File: config.mk
export PLATFORM = sky130hd
export DESIGN_NAME = stb_gen
export DESIGN_NICKNAME = d
export VERILOG_FILES = /design/src/rtl/stb_gen.sv
export SDC_FILE = /design/constraint.sdc
export NUM_CORES = 1
export LEC_CHECK = 0
export ABC_AREA = 1
export ABC_CLOCK_PERIOD_IN_PS = 6100
export CAP_MARGIN = 20
export CORE_MARGIN = 10
export CORE_UTILIZATION = 40
export DETAILED_ROUTE_END_ITERATION = 7
export SLEW_MARGIN = 20
export SYNTH_ARGS = -nofsm -noshare
export SYNTH_HDL_FRONTEND = slang
export SYNTH_SLANG_ARGS = --single-unit
File: constraint.sdc
create_clock -name clk_i -period 6.1 [get_ports clk_i]
set_clock_uncertainty 0.15 [all_clocks]
set_input_delay 0.915 -clock clk_i [delete_from_list [all_inputs] [get_ports clk_i]]
set_output_delay 0.915 -clock clk_i [all_outputs]
set_load 0.02 [all_outputs]
File: src/rtl/stb_gen.sv
// Strobe generator: measures the period of an asynchronous periodic input, then
// free-runs a one-cycle strobe on that period until re-armed by run_det_i.
module stb_gen #(
    parameter int T_CNT_WIDTH = 32
) (
    input  logic                   clk_i,
    input  logic                   arst_i,
    input  logic                   sig_i,
    input  logic                   run_det_i,
    input  logic                   oe_i,
    output logic                   stb_o,
    output logic                   rdy_o,
    output logic                   err_o,
    output logic [T_CNT_WIDTH-1:0] stb_period_o,
    output logic [1:0]             dbg_state_o
);
    typedef enum logic [1:0] {
        S_IDLE      = 2'd0,
        S_WAIT_EDGE = 2'd1,
        S_MEASURE   = 2'd2,
        S_RUN       = 2'd3
    } state_t;

    localparam logic [T_CNT_WIDTH-1:0] C_ONE = T_CNT_WIDTH'(1);
    localparam logic [T_CNT_WIDTH-1:0] C_TWO = T_CNT_WIDTH'(2);

    logic                   r_sig_s1;
    logic                   r_sig_s2;
    logic                   r_sig_d;
    logic                   r_run_q;
    logic                   r_run_d;
    state_t                 r_state;
    logic [T_CNT_WIDTH-1:0] r_cnt;
    logic [T_CNT_WIDTH-1:0] r_phase;
    logic [T_CNT_WIDTH-1:0] r_period;
    logic                   r_stb;
    logic                   r_rdy;
    logic                   r_err;

    logic                   w_sig_rise;
    logic                   w_run_rise;
    logic                   w_cnt_max;
    logic                   w_phase_hit;

    assign w_sig_rise  = r_sig_s2 & ~r_sig_d;
    assign w_run_rise  = r_run_q & ~r_run_d;
    assign w_cnt_max   = &r_cnt;
    assign w_phase_hit = (r_phase == r_period);

    // sig_i crosses domains through s1/s2; r_sig_d only serves the edge detector.
    always_ff @(posedge clk_i or posedge arst_i) begin
        if (arst_i) begin
            r_sig_s1 <= 1'b0;
            r_sig_s2 <= 1'b0;
            r_sig_d  <= 1'b0;
            r_run_q  <= 1'b0;
            r_run_d  <= 1'b0;
        end else begin
            r_sig_s1 <= sig_i;
            r_sig_s2 <= r_sig_s1;
            r_sig_d  <= r_sig_s2;
            r_run_q  <= run_det_i;
            r_run_d  <= r_run_q;
        end
    end

    always_ff @(posedge clk_i or posedge arst_i) begin
        if (arst_i) begin
            r_state  <= S_IDLE;
            r_cnt    <= '0;
            r_phase  <= '0;
            r_period <= '0;
            r_stb    <= 1'b0;
            r_rdy    <= 1'b0;
            r_err    <= 1'b0;
        end else begin
            r_stb <= 1'b0;
            // A fresh run_det rise re-arms from any state, abandoning any run in progress.
            if (w_run_rise) begin
                r_err   <= 1'b0;
                r_rdy   <= 1'b0;
                r_state <= S_WAIT_EDGE;
            end else begin
                case (r_state)
                    S_IDLE: ;
                    S_WAIT_EDGE: begin
                        if (w_sig_rise) begin
                            r_cnt   <= C_ONE;
                            r_state <= S_MEASURE;
                        end
                    end
                    S_MEASURE: begin
                        if (w_sig_rise) begin
                            if (r_cnt < C_TWO) begin
                                r_err   <= 1'b1;
                                r_state <= S_IDLE;
                            end else begin
                                r_period <= r_cnt;
                                r_rdy    <= 1'b1;
                                r_phase  <= C_ONE;
                                r_stb    <= oe_i;
                                r_state  <= S_RUN;
                            end
                        end else if (w_cnt_max) begin
                            r_err   <= 1'b1;
                            r_state <= S_IDLE;
                        end else begin
                            r_cnt <= r_cnt + C_ONE;
                        end
                    end
                    S_RUN: begin
                        // Phase keeps counting with oe_i low so re-enabled strobes stay on grid.
                        if (w_phase_hit) begin
                            r_phase <= C_ONE;
                            r_stb   <= oe_i;
                        end else begin
                            r_phase <= r_phase + C_ONE;
                        end
                    end
                    default: r_state <= S_IDLE;
                endcase
            end
        end
    end

    assign stb_o        = r_stb;
    assign rdy_o        = r_rdy;
    assign err_o        = r_err;
    assign stb_period_o = r_period;
    assign dbg_state_o  = r_state;

endmodule

== Word-level counts from Yosys, hierarchy flattened ==
Cells that the tools add are included.
Word-level totals
  flip-flop bits (word level): 106
  bits in latches: 0
  bits in writable memories: 0
  bits in read-only memories: 0
  bits of input ports: 5
  output and inout port bits: 37
  logic and storage cells: 75
  memories: 0
Cells by class
  $add $sub $neg: 2
  multiply operators: 0
  div/mod/pow operators: 0
  magnitude comparators: 1
  equal/unequal tests: 13
  shifts and indexed selects: 0
  muxes and demuxes: 28
  bitwise logic cells: 6
  reduce and logical (&&, ||, !) cells: 13
Operators by type and width (number)
  2-to-1 mux 32 bit: 6
  case mux 32 bit (2 select lines): 2
  adder 32 x 1 -> 32 bit (second input constant): 2
  == test 32 bit: 1
  < comparator 32 x 2 -> 1 bit (second input constant): 1
  AND reduction 32 bit: 1
  2-to-1 mux 1 bit: 13
  != test 2 bit (second input constant): 6
  2-to-1 mux 2 bit: 5
  AND reduction 3 bit: 3
  AND reduction 4 bit: 2
  nonzero test 2 bit: 4
  nonzero test 3 bit: 2
  AND reduction 5 bit: 1
  == test 2 bit (second input constant): 2
  != test 4 bit (second input constant): 1
  inverter 1 bit: 4
  case mux 2 bit (2 select lines): 1
  != test 3 x 1 -> 1 bit (second input constant): 1
  != test 3 bit (second input constant): 1
  AND 1 bit: 2
  == test 2 x 1 -> 1 bit (second input constant): 1
  case mux 1 bit (2 select lines): 1

== Logic depth before layout (Yosys ltp) ==
Gate-level depths: netlist (run 1).
  word-level depth: 5
  mapped depth: 13
  depth with buffers taken out: 12

== Worst setup path before layout (run 1) ==
OpenSTA, ideal clock, no wires.
  path type: reg2reg
  from: register r_state[0] (netlist: dbg_state_o[0])
  to: register r_phase[10]
  library setup time: 0.066 ns
  arrival time: 1.858 ns
  required time: 5.884 ns
  slack: 4.026 ns
  stages on the path, launching flop included: 10
  path buffers: 2
  clock period less this slack: 2.074 ns
  path through: dfrtp_1 inv_1 ha_1 buf_4 a21oi_1 nand2_1 a21oi_2 clkbuf_1 nand4_1 nand2_1
Between the ends
  cells in the longest elaborated chain, start to end: 3
  elaborated cells between the ends (all ways): 7
  classes of those cells: eq/ne (4); mux (1); reduce/logical (2)
RTL lines
  start, declared: RTL line 32  | state_t r_state;
  start signal, assigned: RTL line 69  | r_state <= S_IDLE;
  start signal, assigned: RTL line 82  | r_state <= S_WAIT_EDGE;
  start signal, assigned: RTL line 89  | r_state <= S_MEASURE;
  == test 2 bit: RTL line 84  | case (r_state)
  != test 2 bit (no line) / nonzero test 2 bit (equally long branches)
  AND reduction 4 bit (no line)
  end signal, assigned: RTL line 117  | r_phase <= r_phase + C_ONE;
  end, declared: RTL line 34  | logic [T_CNT_WIDTH-1:0] r_phase;
Parallel ways exist; a longest one is shown, timed or not.
A chain may end at the register's enable or synchronous reset.

== Final worst setup path (run 1) ==
  from: register r_state[0] (netlist: dbg_state_o[0])
  to: register r_phase[23]
Same word-level chain as after synthesis.

==> results of run 1 <==
synth_stat cells (3+ instances only):
library cell and count:
clkbuf_1 13, xnor2_1 29, nor2_1 131, buf_6 6, o21ai_1 34, nand4_1 35, inv_1 99, nand2_1 400
nand3_1 61, xor2_1 18, o21a_1 16, dfrtp_1 106, buf_2 14, nand3b_1 4, buf_4 3, inv_2 5
nor3_1 13, a21oi_1 3, ha_1 5, o21ai_0 12
critical path, delay by kind of cell, from the launching register on:
family,cells,cell delay [ns]
flip-flops,1,0.41
adder cells (fa/ha/maj),1,0.19
buffers and inverters,4,1.36
AND/OR/NAND/NOR,4,0.65
AO/OA/AOI/OAI,1,0.03
flip-flops by register name (all words and copies together), names as in the netlist, 2 cells and up:
| name | flops |
|---|---|
| dbg_state_o | 2 |
| r_phase | 32 |
| r_cnt | 32 |
| stb_period_o | 32 |
where the power goes:
part | internal (W) | switching, W
clock | 0.000280 | 0.000285
combinational | 0.000238 | 0.000497
sequential | 0.000764 | 0.0000908
logic make-up (layout without fill, tap and decap cells):
group	count (synthesis)	count (layout)	share of synthesized area, %
compound gates	66	66	5.47
xor+xnor	47	47	6.02
fa+ha+maj	5	5	0.915
buf+inv	143	166	8.95
flops	106	106	38.8
simple gates	655	655	39.8
through the flow:
stage	power, W	worst slack (ns)	instances	util (%)
floorplan	0.00140	2.25	1022	-
global placement	0.00160	2.91	1249	44.1
detailed placement	0.00161	2.83	1249	44.1
CTS	0.00218	2.82	1264	45.8
global route	0.00228	2.90	1265	45.9
finish	0.00216	3.17	1265	45.9
worst max-delay path by stage:
stage	end	start
after detailed placement	stb_period_o[18]$_DFFE_PP0P_	dbg_state_o[0]$_DFFE_PP0P_
after floorplan	dbg_state_o[0]$_DFFE_PP0P_	arst_i
after CTS	stb_period_o[18]$_DFFE_PP0P_	dbg_state_o[0]$_DFFE_PP0P_
after global placement	stb_period_o[31]$_DFFE_PP0P_	dbg_state_o[0]$_DFFE_PP0P_
final	r_phase[23]$_DFFE_PP0P_	dbg_state_o[0]$_DFFE_PP0P_
after global routing	r_phase[9]$_DFFE_PP0P_	r_run_q$_DFF_PP0_
cell type report:
| class | instances | area (um^2) |
|---|---|---|
| fill | 1776 | 9000 |
| clock buffer | 9 | 225 |
| timing repair buffer | 46 | 460 |
| tap | 220 | 275 |
| inverter | 105 | 398 |
| sequential | 106 | 2650 |
| multi-input combinational | 773 | 3580 |
| clock inverter | 6 | 48.8 |
cells in the final DEF, fill, tap and decap left out, types with 3 or more instances in the layout:
| cell | instances |
|---|---|
| o21ai_0 | 12 |
| nand2_1 | 399 |
| inv_1 | 98 |
| inv_2 | 5 |
| clkdlybuf4s50_1 | 41 |
| dfrtp_1 | 106 |
| o21a_1 | 16 |
| inv_6 | 3 |
| nand3_1 | 61 |
| buf_4 | 4 |
| ha_1 | 5 |
| o21ai_1 | 34 |
| xor2_1 | 18 |
| a21oi_1 | 3 |
| clkbuf_16 | 9 |
| nand4_1 | 35 |
| nor2_1 | 130 |
| nand3b_1 | 4 |
| nor3_1 | 13 |
| xnor2_1 | 29 |
per-layer routing:
metal  vias to the layer above  wire length [um]  GRT usage (%)
li1                       3227                 -              -
met1                      2879              8540           21.7
met2                        97              9120           28.4
met3                        26               573           3.06
met4                         0               359           4.72
met5                         -                 0              0
==> impl_results.md, run 1 <==
- Slowest CP cell: inv_1
- Post-synth EDFFs: 0
- Clock Sinks: 106
- Worst Min Path Start: r_sig_s1$_DFF_PP0_
- CTS Hold Bufs: 0
- RSZ-0062 raised after global routing: no
- CTS tree: built
- Max-cap violations: 0
- HPWL after DPL: 13900 um
- Async set or reset register ratio after synthesis: 100%
- Synth area leader: dfrtp_1
- Layout cells sized above 1: 3.73%
- Final period util: 48.0%
- Antenna cells: 0
- Final setup violation count: 0
- H-tree depth: 3
- R2R setup slack: 3.17 ns
- Leakage: 3.60 nW
- CP Cell Sequence: inv_1, ha_1, buf_4, or2_2, nand2_1, a21oi_2, buf_4, inv_1, nand2_1, nand2_1
- Syn-to-layout area delta: 11.8%
- Largest net degree at the start of global routing: 61
- RD Place Congestion: 0.907
- Crit path top cell by count: nand2_1
- Slew HR: 29.4%
- Die Ht: 151 um
- WHS: 0.210 ns
- CTS max path bufs: 2
- Initial DRC Count: 475
- # rows: 47
- Syn Nets: 1032
- Clk slew on worst S/H paths: 0.07 ns
- Worst Hold End: r_sig_s2$_DFF_PP0_
- Worst setup path class: flip-flop to flip-flop
- Gr ovfl total: 0
- Worst setup SP type: flip-flop
- Reg-to-reg startpoint: dbg_state_o[0]$_DFFE_PP0P_
- Clk_lat worst skew: 0.36 ns
- Maximum clock rate: 0.342 GHz
- Crit-path max FO: 33
- Cts bufs inserted: 9
- Yosys top cell area share: 38.8%
- Ranking of synthesized cells by area: dfrtp_1, nand2_1, nor2_1
- Total GRT Usage: 16.9%
- Avg Cell Area, Syn: 6.69 um^2
- CP max stage delay: 0.82 ns
- Antenna violations before repair: 0
- Die width: 151 um
- Peak VDD IR: 0.144 mV
- Clock root cell: clkbuf_16
- DR vias: 6229
- 1st-pass router iterations: 7
- Post-synthesis cell type count: 32
- CP arrival: 3.07 ns
- Io pins: 42
- Seq/Total Area, Yosys: 38.8%
- Type of the worst min-delay path: flip-flop to flip-flop
- First-pass GRT wire length: 30300 um
- Reg2reg path depth: 10
- I/O Buffers: 41
- CP endpoint kind: flip-flop
- Yosys reg bits: 106
- Routed WL per cell: 14.7 um
- Syn Std Cell Area: 6830 um^2
- Core Box Area: 16600 um^2
- Vias in the first global route: 5683
- Reg2reg end: r_phase[23]$_DFFE_PP0P_
- Starting Density: 41.1%
- Nets: 1051
- Routed WL: 18600 um
- # resized after CTS: 0
- Crit path required time: 6.24 ns
- Cells after synthesis: 1022
- Post-route design area: 7640 um^2
- Fin Setup TNS: 0 ns
- Setup bufs post-CTS: 0
- Worst Tran Pin Value: 1.06 ns
- Die area: 22700 um^2
- Placed Instance Area: 7340 um^2
- Vias per cell: 4.92
- Synth warn: 0
- PD cells: 282 nW/um^2
- Detail Route Antenna Nets: 0
- Final hold vios: 0
- DRC violations left: 0
- Status: finished clean
- Max-slew violation count: 0
- Fin crit period: 2.93 ns
- Primary FF master, synth: dfrtp_1
- Hold Crit Depth: 0
Note: power is estimated with default switching activity, not from simulation.
==> run 2, diff against run 1 <==
--- a/config.mk
+++ b/config.mk
@@ -6,7 +6,7 @@
 export NUM_CORES = 1
 export LEC_CHECK = 0
 export ABC_AREA = 1
-export ABC_CLOCK_PERIOD_IN_PS = 6100
+export ABC_CLOCK_PERIOD_IN_PS = 2600
 export CAP_MARGIN = 20
 export CORE_MARGIN = 10
 export CORE_UTILIZATION = 40
==> constraint.sdc (replaced) <==
create_clock -name clk_i -period 2.6 [get_ports clk_i]
set_clock_uncertainty 0.15 [all_clocks]
set_input_delay 0.39 -clock clk_i [delete_from_list [all_inputs] [get_ports clk_i]]
set_output_delay 0.39 -clock clk_i [all_outputs]
set_load 0.02 [all_outputs]
==> run 2 against run 1 <==
Final cell count is 2.5% higher. Global-route usage grew 1.3 points. Clock power grew to 2.6 times the previous value.
==> impl_results.md, run 2 (same netlist as run 1, synthesis figures left out) <==
- Status: finished clean
- Final setup violation count: 0
- Final hold vios: 0
- CP endpoint kind: flip-flop
- Max-slew violation count: 0
- Commonest non-fill, non-tap cells in the layout: nand2_1, nor2_1, dfrtp_1, inv_1, nand3_1
- Layout cells sized above 1: 6.59%
- Clk_lat worst skew: 0.37 ns
- Fin crit period: 2.38 ns
- Crit path required time: 2.75 ns
- Placed cell count: 1280
- Vias in the first global route: 6128
- Antenna violations before repair: 0
- Largest net degree at the start of global routing: 58
- Die area: 22700 um^2
- Slew HR: 67.8%
- Finished Layout Cells: 1297
- Syn-to-layout area delta: 16.4%
- Routed WL: 19900 um
- Vias per cell: 4.91
- I/O Buffers: 41
- Io pins: 42
- Total GRT Usage: 18.2%
- Die Ht: 151 um
- Worst Tran Pin Value: 0.482 ns
- Clk slew on worst S/H paths: 0.08 ns
- Hold Crit Depth: 0
- Starting Density: 41.1%
- First-pass GRT wire length: 32700 um
- CTS max path bufs: 2
- HPWL after DPL: 15000 um
- Die width: 151 um
- Fin Setup TNS: 0 ns
- Core Box Area: 16600 um^2
- CP arrival: 2.53 ns
- Nets: 1082
- Worst Hold End: r_sig_s2$_DFF_PP0_
- R2R setup slack: 0.22 ns
- Placed Instance Area: 7610 um^2
- Top Layer Used: met4
- Worst Min Path Start: r_sig_s1$_DFF_PP0_
- Reg2reg end: r_cnt[17]$_DFFE_PP0P_
- Final period util: 91.6%
- Cts bufs inserted: 9
- Routed WL per cell: 15.3 um
- Max-cap violations: 0
- PD cells: 674 nW/um^2
- Initial DRC Count: 473
- Type of the worst min-delay path: flip-flop to flip-flop
- Post-route design area: 7960 um^2
- Leakage: 3.78 nW
- Reg2reg path depth: 12
- # rows: 47
- RD Place Congestion: 0.926
- DR WL met3: 846 um
- Clock Sinks: 106
- H-tree depth: 3
- Antenna cells: 0
- Peak VDD IR: 0.571 mV
- DRT met1 WL: 9050 um
- Crit-path max FO: 32
- Setup bufs post-CTS: 0
- CTS tree: built
- DR vias: 6372
- Commonest non-fill, non-tap cell in the layout: nand2_1
- Metal2 WL: 9600 um
- Reg-to-reg startpoint: r_cnt[0]$_DFFE_PP0P_
- Maximum clock rate: 0.420 GHz
- Worst setup path class: flip-flop to flip-flop
- Gr ovfl total: 0
- DRC violations left: 0
- Worst setup SP type: flip-flop
- 1st-pass router iterations: 5
- RSZ-0062 raised after global routing: no
- Detail Route Antenna Nets: 0
- Clock root cell: clkbuf_16
- Filler cells: 1725
==> run 2: cell count changes in the layout (fill, tap and decap cells not counted), moves of 2 or more <==
cell        previous run  this run
buf_4                  4        32
clkinvlp_4             0         2
clkinv_4               2         0
buf_12                 1         4
==> run 2: critical path: stages (launching register included) <==
cell and delay, ns:
dfrtp_2 0.46, ha_1 0.29, nand3_1 0.23, inv_2 0.12, nand2_1 0.10, clkinv_2 0.10
nand2_2 0.09, nor2_4 0.11, nand3b_4 0.13, nand2_8 0.18, buf_12 0.20, nand2_1 0.06
o21ai_1 0.08
==> run 2: area by class of cell <==
type / instances / area [um^2] / share of cell area, %
clock buffer: 10 / 239 / 3.00
inverter: 105 / 399 / 5.02
tap: 220 / 275 / 3.46
timing repair buffer: 77 / 731 / 9.19
clock inverter: 6 / 71.3 / 0.897
sequential: 106 / 2650 / 33.4
multi-input combinational: 773 / 3590 / 45.1
==> run 2: how the worst max path moves through the flow <==
stage                                          start                       to  slack [ns]  cells after the start
after floorplan           dbg_state_o[0]$_DFFE_PP0P_  r_phase[10]$_DFFE_PP0P_        0.53                      9
after global placement          r_cnt[0]$_DFFE_PP0P_    r_cnt[22]$_DFFE_PP0P_        0.04                     11
after detailed placement        r_cnt[0]$_DFFE_PP0P_    r_cnt[30]$_DFFE_PP0P_        0.08                     11
after CTS                       r_cnt[0]$_DFFE_PP0P_    r_cnt[30]$_DFFE_PP0P_        0.06                     12
after global routing            r_cnt[0]$_DFFE_PP0P_    r_cnt[22]$_DFFE_PP0P_        0.02                     12
final                           r_cnt[0]$_DFFE_PP0P_    r_cnt[17]$_DFFE_PP0P_        0.22                     12
==> run 2: power by group <==
| group | internal (W) | switching [W] | total (W) |
|---|---|---|---|
| registers | 0.00180 | 0.000200 | 0.00200 |
| logic | 0.000670 | 0.00122 | 0.00189 |
| clock network | 0.000787 | 0.000685 | 0.00147 |
| total | 0.00325 | 0.00211 | 0.00536 |
==> run 2: metal layers <==
| metal | global-route usage [%] | vias to the layer above |
|---|---|---|
| li1 | - | 3294 |
| met1 | 23.5 | 2924 |
| met2 | 30.2 | 129 |
| met3 | 3.72 | 25 |
| met4 | 5.10 | 0 |
| met5 | 0 | - |
==> run 2: metrics by stage <==
step	utilization, %	power (W)	setup slack, ns	hold WS (ns)
after floorplan	-	0.00330	0.526	0.181
after global placement	45.8	0.00391	0.0394	0.184
after detailed placement	45.8	0.00391	0.0778	0.187
after CTS	47.6	0.00539	0.0550	0.205
after global routing	47.8	0.00569	0.0151	0.226
final	47.8	0.00536	0.218	0.203
==> run 2: repair_timing <==
item	in CTS	in global routing
endpoints found under the setup margin	0	24
gates resized for setup	0	2
hold buffers	0	0
